==> src/rtl/count_sequence_monitor.sv <==
// Sequence checker for a 3-bit binary/Gray counter: decodes each accepted
// sample, verifies it is the legal successor of the previous one, and reports
// wraps, sequence errors, mode changes and lock status.
module count_sequence_monitor #(
  parameter int LOCK_N = 4,
  parameter int CNT_W  = 8
) (
  input  logic             Clk,
  input  logic             Reset,
  input  logic             En,
  input  logic             M,
  input  logic [2:0]       Count,
  output logic [2:0]       BinValue,
  output logic             Valid,
  output logic             Wrap,
  output logic             SeqErr,
  output logic             ModeChg,
  output logic             Locked,
  output logic [CNT_W-1:0] WrapCount,
  output logic [CNT_W-1:0] ErrCount
);

  typedef enum logic [1:0] {
    ST_INIT = 2'd0,
    ST_ACQ  = 2'd1,
    ST_LOCK = 2'd2
  } state_t;

  localparam logic [3:0] LOCK_TH = 4'(LOCK_N);

  state_t     r_state, w_state_nxt;
  logic [2:0] r_prev_dec;
  logic       r_prev_m;
  logic [3:0] r_streak, w_streak_nxt, w_streak_inc;
  logic [2:0] w_dec, w_succ;
  logic       w_wrap, w_seq_err, w_mode_chg;

  assign w_dec        = M ? {Count[2], Count[2] ^ Count[1], Count[2] ^ Count[1] ^ Count[0]}
                          : Count;
  assign w_succ       = 3'(r_prev_dec + 3'd1);
  assign w_streak_inc = (r_streak == 4'hF) ? r_streak : 4'(r_streak + 4'd1);

  // NOTE: every signal driven here gets a default first so no path can leave
  // it unassigned and infer a latch.
  always_comb begin
    w_state_nxt  = r_state;
    w_streak_nxt = r_streak;
    w_wrap       = 1'b0;
    w_seq_err    = 1'b0;
    w_mode_chg   = 1'b0;
    if (En) begin
      if (r_state == ST_INIT) begin
        w_state_nxt  = ST_ACQ;
        w_streak_nxt = 4'd0;
      end else if (M != r_prev_m) begin
        w_mode_chg   = 1'b1;
        w_state_nxt  = ST_ACQ;
        w_streak_nxt = 4'd0;
      end else if (w_dec == r_prev_dec) begin
        w_state_nxt  = r_state;   // upstream stalled: hold everything
      end else if (w_dec == w_succ) begin
        w_streak_nxt = w_streak_inc;
        if (w_streak_inc >= LOCK_TH) w_state_nxt = ST_LOCK;
        w_wrap       = (r_prev_dec == 3'd7);
      end else begin
        w_seq_err    = 1'b1;
        w_state_nxt  = ST_ACQ;
        w_streak_nxt = 4'd0;
      end
    end
  end

  // NOTE: sequential state uses non-blocking assignments so every register
  // samples pre-edge values regardless of statement order.
  always_ff @(posedge Clk) begin
    if (Reset) begin
      r_state    <= ST_INIT;
      r_streak   <= 4'd0;
      r_prev_dec <= 3'd0;
      r_prev_m   <= 1'b0;
      BinValue   <= 3'd0;
      Valid      <= 1'b0;
      Wrap       <= 1'b0;
      SeqErr     <= 1'b0;
      ModeChg    <= 1'b0;
      WrapCount  <= '0;
      ErrCount   <= '0;
    end else begin
      r_state  <= w_state_nxt;
      r_streak <= w_streak_nxt;
      Valid    <= En;
      Wrap     <= w_wrap;
      SeqErr   <= w_seq_err;
      ModeChg  <= w_mode_chg;
      if (En) begin
        BinValue   <= w_dec;
        r_prev_dec <= w_dec;
        r_prev_m   <= M;
      end
      // Event counters saturate; the pulses above still fire when full.
      if (w_wrap && (WrapCount != '1))   WrapCount <= WrapCount + 1'b1;
      if (w_seq_err && (ErrCount != '1)) ErrCount  <= ErrCount + 1'b1;
    end
  end

  assign Locked = (r_state == ST_LOCK);

endmodule

==> config.mk <==
export PLATFORM = sky130hd
export DESIGN_NAME = count_sequence_monitor
export DESIGN_NICKNAME = d
export VERILOG_FILES = /design/src/rtl/count_sequence_monitor.sv
export SDC_FILE = /design/constraint.sdc
export NUM_CORES = 1
export LEC_CHECK = 0
export CORE_AREA = 5 5 57 79
export DETAILED_ROUTE_END_ITERATION = 10
export DIE_AREA = 0 0 62 84
export GPL_TIMING_DRIVEN = 1
export PLACE_DENSITY = 0.73
export SLEW_MARGIN = 10
export SYNTH_ARGS = -nofsm -noshare
export SYNTH_HDL_FRONTEND = slang
export SYNTH_SLANG_ARGS = --single-unit
export TNS_END_PERCENT = 10
==> constraint.sdc <==
create_clock -name Clk -period 2.2 [get_ports Clk]
set_clock_uncertainty 0.1 [all_clocks]
set_input_delay 0.22 -clock Clk [delete_from_list [all_inputs] [get_ports Clk]]
set_output_delay 0.22 -clock Clk [all_outputs]
set_load 0.05 [all_outputs]
==> Yosys cells after proc, flatten, opt, wreduce, memory -nomap -nowiden <==
Index checks and enable logic that the tools add are counted.
Widths: inputs -> output; s select.
{ "word_totals": {"ff_bits": 30, "input_bits": 7, "out_inout_bits": 24, "elab_cells": 56} }
{ "op_classes": {"add_sub_neg": 4, "bitwise_logic": 3, "n_reduce_logical": 6, "muxes": 22, "magnitude_cmp": 1, "n_eq_ne": 10} }
{ "op_table": {"columns": ["operator", "count"], "rows": [
  ["$mux 4", 5],
  ["$add 8x1->8 const B", 2],
  ["$ne 8x8->1 const B", 2],
  ["$mux 2", 6],
  ["$mux 1", 11],
  ["$eq 3x3->1", 2],
  ["$add 4x1->4 const B", 1],
  ["$eq 4x4->1 const B", 1],
  ["$ge 4x3->1 const B", 1],
  ["$ne 4x3->1 const B", 1],
  ["$add 3x1->3 const B", 1],
  ["$eq 3x3->1 const B", 1],
  ["$ne 3x3->1 const B", 1],
  ["$reduce_and 3->1", 1],
  ["$reduce_or 3->1", 1],
  ["$eq 2x2->1 const B", 1],
  ["$logic_and 1x1->1", 2],
  ["$logic_not 2->1", 1],
  ["$reduce_and 2->1", 1],
  ["$xor 1x1->1", 2],
  ["$ne 1x1->1", 1],
  ["$not 1->1", 1]
]} }

==> Longest topological paths before layout <==
{ "depth": {"word_depth": 10, "mapped_depth": 9, "ltp_nobuf": 8} }

==> Least setup slack after synthesis <==
No wires, ideal clock.
{ "synth_timing": {"kind": "reg2reg", "from": "reg r_prev_dec[1]", "to": "reg ErrCount[5]", "setup_ps": 71, "stages_incl_launch_ff": 8, "slack_ps": -289, "synth_period_minus_slack_ps": 2489, "n_path_buf": 0, "required_ps": 2029, "arrival_time_ps": 2319, "cell_sequence": "dfxtp_1 ha_1 xor3_1 a2bb2oi_2 o21a_4 o21ai_4 or4_1 a21oi_1"} }
{ "synth_via": {"elab_chain_len": 8, "elab_cells_between_ends": 9, "cone_classes": "1 x add/sub; 2 x eq/ne; 5 x mux; 1 x reduce/logical"} }
{ "synth_lines": {"columns": ["item", "line", "text"], "rows": [
  ["from (decl)", "32", "logic [2:0] r_prev_dec;"],
  ["from (signal assigned)", "97", "r_prev_dec <= w_dec;"],
  ["$add 3x1->3", "40", "assign w_succ = 3'(r_prev_dec + 3'd1);"],
  ["$eq 3x3->1", "61", "end else if (w_dec == w_succ) begin"],
  ["$mux 1", "61", null],
  ["$mux 1 (*)", "59", "end else if (w_dec == r_prev_dec) begin"],
  ["$mux 1 (*)", "55", "end else if (M != r_prev_m) begin"],
  ["$mux 1 (*)", "52", "if (r_state == ST_INIT) begin"],
  ["$mux 1 (*)", "51", "if (En) begin"],
  ["$logic_and 1x1->1 (*)", "102", "if (w_seq_err && (ErrCount != '1)) ErrCount <= ErrCount + 1'b1;"],
  ["to (signal assigned)", "102", null],
  ["to (decl)", "20", "output logic [CNT_W-1:0] ErrCount"]
]} }
Mark *: on every way between the ends. The rest lies on a longest branch, timed or not.
A chain may end at the register's enable or synchronous reset.

==> Final worst setup path <==
{ "layout_timing": {"from": "reg r_prev_dec[1]", "to": "reg ErrCount[2]"} }
The elaborated chain is that of the path after synthesis.

==> key figures <==
Detailed routing
  – Routed WL: 3540 um
  – DR WL/cell: 12.5 um
  – DRC: 0
  – Via density: 5.25
  – Post-route ant nets: 0
  – Via count: 1487
  – DRT iter0 DRCs: 19
  – DRT Pass-1 Iters: 4

Worst setup path
  – CP Cell Sequence: ha_4 -> xor3_2 -> a2bb2oi_4 -> o21a_4 -> o211ai_1 -> buf_4 -> xnor2_1 -> and2_1
  – Kind of critical path: register to register
  – CP Data Required Time: 2280 ps
  – Crit-path max cell delay: 420 ps
  – WP data arrival: 2250 ps
  – Peak fanout along the critical path: 3
  – Crit path max-delay family: compound AO/OA/AOI/OAI gates
  – Crit-path slowest cell: xor3_2
  – Endpoint class of the critical path: register
  – Startpoint types: register
  – Critical path buffer and inverter count: 1

STA
  – Setup TNS: 0 ps
  – Fin. Hold Viols: 0
  – Max frequency: 460 MHz
  – Setup violators final: 0
  – Final worst-path cycle share: 98.8%
  – Min cycle time layout: 2170 ps
  – Worst relative slew slack: 65.2%
  – Worst-Margin Slew: 521 ps
  – Worst setup margin: 26.0 ps
  – Final slew viol count: 0
  – RSZ-0062 raised after global routing: yes

Clock network
  – CTS tree: yes
  – Clock Path Buffers: 2
  – Clock transition at the registers of the reported paths: 60 ps
  – H-tree Lvls: 2
  – Total CTS buffers: 5
  – Clock net sink count: 30
  – Root Buffer: clkbuf_8
  – CTS Hold Bufs: 0
  – Skew-Pair Late Insertion Delay: 280 ps

Power and ir drop
  – P_sw: 0.000353 W
  – Sw frac: 27.1%
  – Sequential cell fraction of total power: 43.6%
  – Pwr Density: 573 nW/um2
  – Logic pwr share: 21.6%
  – Power Total: 0.00130 W
  – P_int: 0.000951 W
  – Maximum vdd drop: 0.000375 V
  – Leakage power: 0.852 nW
  – Clock Power Share: 34.8%

Synth
  – Post-synthesis mux area share: 2.46%
  – Adder-Cell Fraction of Synth Area: 3.85%
  – Post-Synth Simple-Gate Area: 25.2%
  – Compound-gate portion of the synthesized area: 18.7%
  – Syn Nets: 199
  – Number of flops mapped to enable cells by yosys: 0
  – Post-synthesis instance area: 1630 um2
  – Register area share after synthesis: 36.9%
  – Yosys Warn Count: 0
  – Main synth FF type: dfxtp_1
  – FF+latch count, synth: 30
  – Syn_area_per_cell: 8.70 um2
  – Gate Count Post-Synth: 187
  – Main combinational cell family by area after synthesis: simple AND/OR/NAND/NOR gates
  – Ys async rst share: 0%
  – XOR/XNOR Fraction of Synth Area: 6.85%
  – Post-synthesis cell type count: 44

Floorplan
  – DIE AREA: 5210 um2
  – Height of the die: 84 um
  – Core area: 3780 um2
  – # rows: 27
  – Die W: 62 um
  – Initial core utilization: 43.0%
  – # IOs: 31

Place
  – I/O Buffers: 30
  – Global placer's final weighted congestion: 0.770
  – DP HPWL: 2540 um
  – Post-Place Setup Slack: -290 ps
  – Dpl cells: 273

GRT
  – Vias in the first global route: 1404
  – First-pass GRT wire length: 5870 um
  – Largest net degree at the start of global routing: 21
  – Gr ovfl total: 0
  – GRT Util Overall: 14.7%
  – Antenna violations before repair: 0

Hold path
  – Min-Delay Path Class: register to register

Layout
  – Final-stage net count: 251
  – Cell Count, Final, Fillers Out: 283
  – Fill cell count: 339
  – # diodes: 0
  – Layout Area Growth over Synthesis: 39.9%
  – Layout cells sized above 1: 21.7%

Outcome
  – Status: complete, no violations

Job
  – Max Cap Viol: 0
[registers in the layout (all words and copies together), names as in the netlist]
register    count
r_prev_m        1
ErrCount        8
WrapCount       8
Wrap            1
Valid           1
r_state         2
r_streak        4
r_prev_dec      3
SeqErr          1
ModeChg         1
[power by group through the flow]
stage	clock [W]	sequential [W]	combinational, W
after floorplan	0	0.000605	0.000143
after global placement	0	0.000578	0.000267
after detailed placement	0	0.000579	0.000269
after CTS	0.000467	0.000566	0.000272
after global routing	0.000494	0.000570	0.000306
final	0.000454	0.000568	0.000282
[Yosys cell counts (2+ instances only)]
cell,count,area share (%)
buf_4,2,0.92
dfxtp_1,30,37
nor2_1,21,4.8
inv_1,11,2.5
nor3_1,4,1.2
a21o_1,6,2.8
xor2_1,4,2.2
a31oi_1,3,1.2
a31o_2,2,1.1
nor4_1,2,0.77
xnor2_1,6,3.2
nand3_1,12,3.7
o211ai_1,3,1.4
a21oi_1,16,4.9
or3_1,3,1.2
and2_1,2,0.77
or2_2,2,0.77
o21ai_0,3,0.92
a211oi_1,3,1.4
ha_1,5,3.8
mux2i_1,4,2.5
buf_1,2,0.46
clkbuf_1,3,0.69
nand2_1,10,2.3
buf_6,2,1.4
and3_1,3,1.2
nand4_1,5,1.9
nor4_4,2,2.6
[cells by family after synthesis]
group / count (synthesis)
multiplexers: 4
adder cells (fa/ha/maj): 5
flip-flops: 30
buffers and inverters: 20
AO/OA/AOI/OAI: 43
AND/OR/NAND/NOR: 74
XOR/XNOR: 11
[through the flow]
| step | hold slack [ps] | util (%) | area, um2 |
|---|---|---|---|
| final | 364 | 60.2 | 2280 |
| after global routing | 392 | 60.2 | 2280 |
| after CTS | 364 | 58.7 | 2220 |
| after detailed placement | 354 | 56.1 | 2120 |
| after global placement | 354 | 56.1 | 2120 |
| after floorplan | 225 | - | 1650 |
[placed cells by master (no fill, tap or decap), drive strengths merged, types with 3 or more instances in the layout]
master,count
o21ai,4
a21oi,16
xnor2,6
o211ai,3
and3,4
nor3,4
mux2i,4
a211oi,3
or3,3
clkdlybuf4s50,29
nand3,12
nor2,21
clkbuf,7
buf,24
nand4,5
ha,5
a31oi,3
dfxtp,30
a21o,6
nand2,10
nor4,4
xor2,4
and2,3
inv,11
[final timing paths]
check                                   to  cells past startpoint                       start  slack [ps]
hold / removal     r_state[1]$_SDFFE_PP0P_                      2     r_state[1]$_SDFFE_PP0P_         360
setup reg to reg  ErrCount[2]$_SDFFE_PP0P_                      8  r_prev_dec[1]$_SDFFE_PP0P_          30
setup / recovery  ErrCount[2]$_SDFFE_PP0P_                      8  r_prev_dec[1]$_SDFFE_PP0P_          30
hold reg to reg    r_state[1]$_SDFFE_PP0P_                      2     r_state[1]$_SDFFE_PP0P_         360
[final cells by class]
cell class                      instances  area [um2]  area share (%)
Timing Repair Buffer                   54         507            22.3
Multi-Input combinational cell        137         973            42.8
Clock buffer                            7        86.3            3.79
Inverter                               11        41.3            1.81
Clock inverter                          1        5.00           0.220
Sequential cell                        30         609            26.8
Tap cell                               43        53.8            2.36
[layer usage]
metal	global-route usage, %	vias up	part of all wire, %	routed length (um)
met3	4.64	7	3.4	120
met2	24.2	19	53	1860
met5	0	-	0	0
met1	16.2	687	42	1480
li1	-	774	-	-
met4	7.53	0	2.2	78
[what timing repair did]
| item | 4_1_cts | 5_1_grt |
|---|---|---|
| endpoints found under the setup margin | 1 | 10 |
| hold endpoints to repair | 0 | 0 |
| resized for setup | 1 | 9 |
| buffers inserted | 0 | 2 |
| pin swaps | 0 | 9 |
[worst min-delay path, delay by kind of cell (launching register included)]
family                 cells  cell delay, ps
flip-flops                 1             300
AO/OA/AOI/OAI              1              50
buffers and inverters      1              60
(Power assumes the default switching activity.)
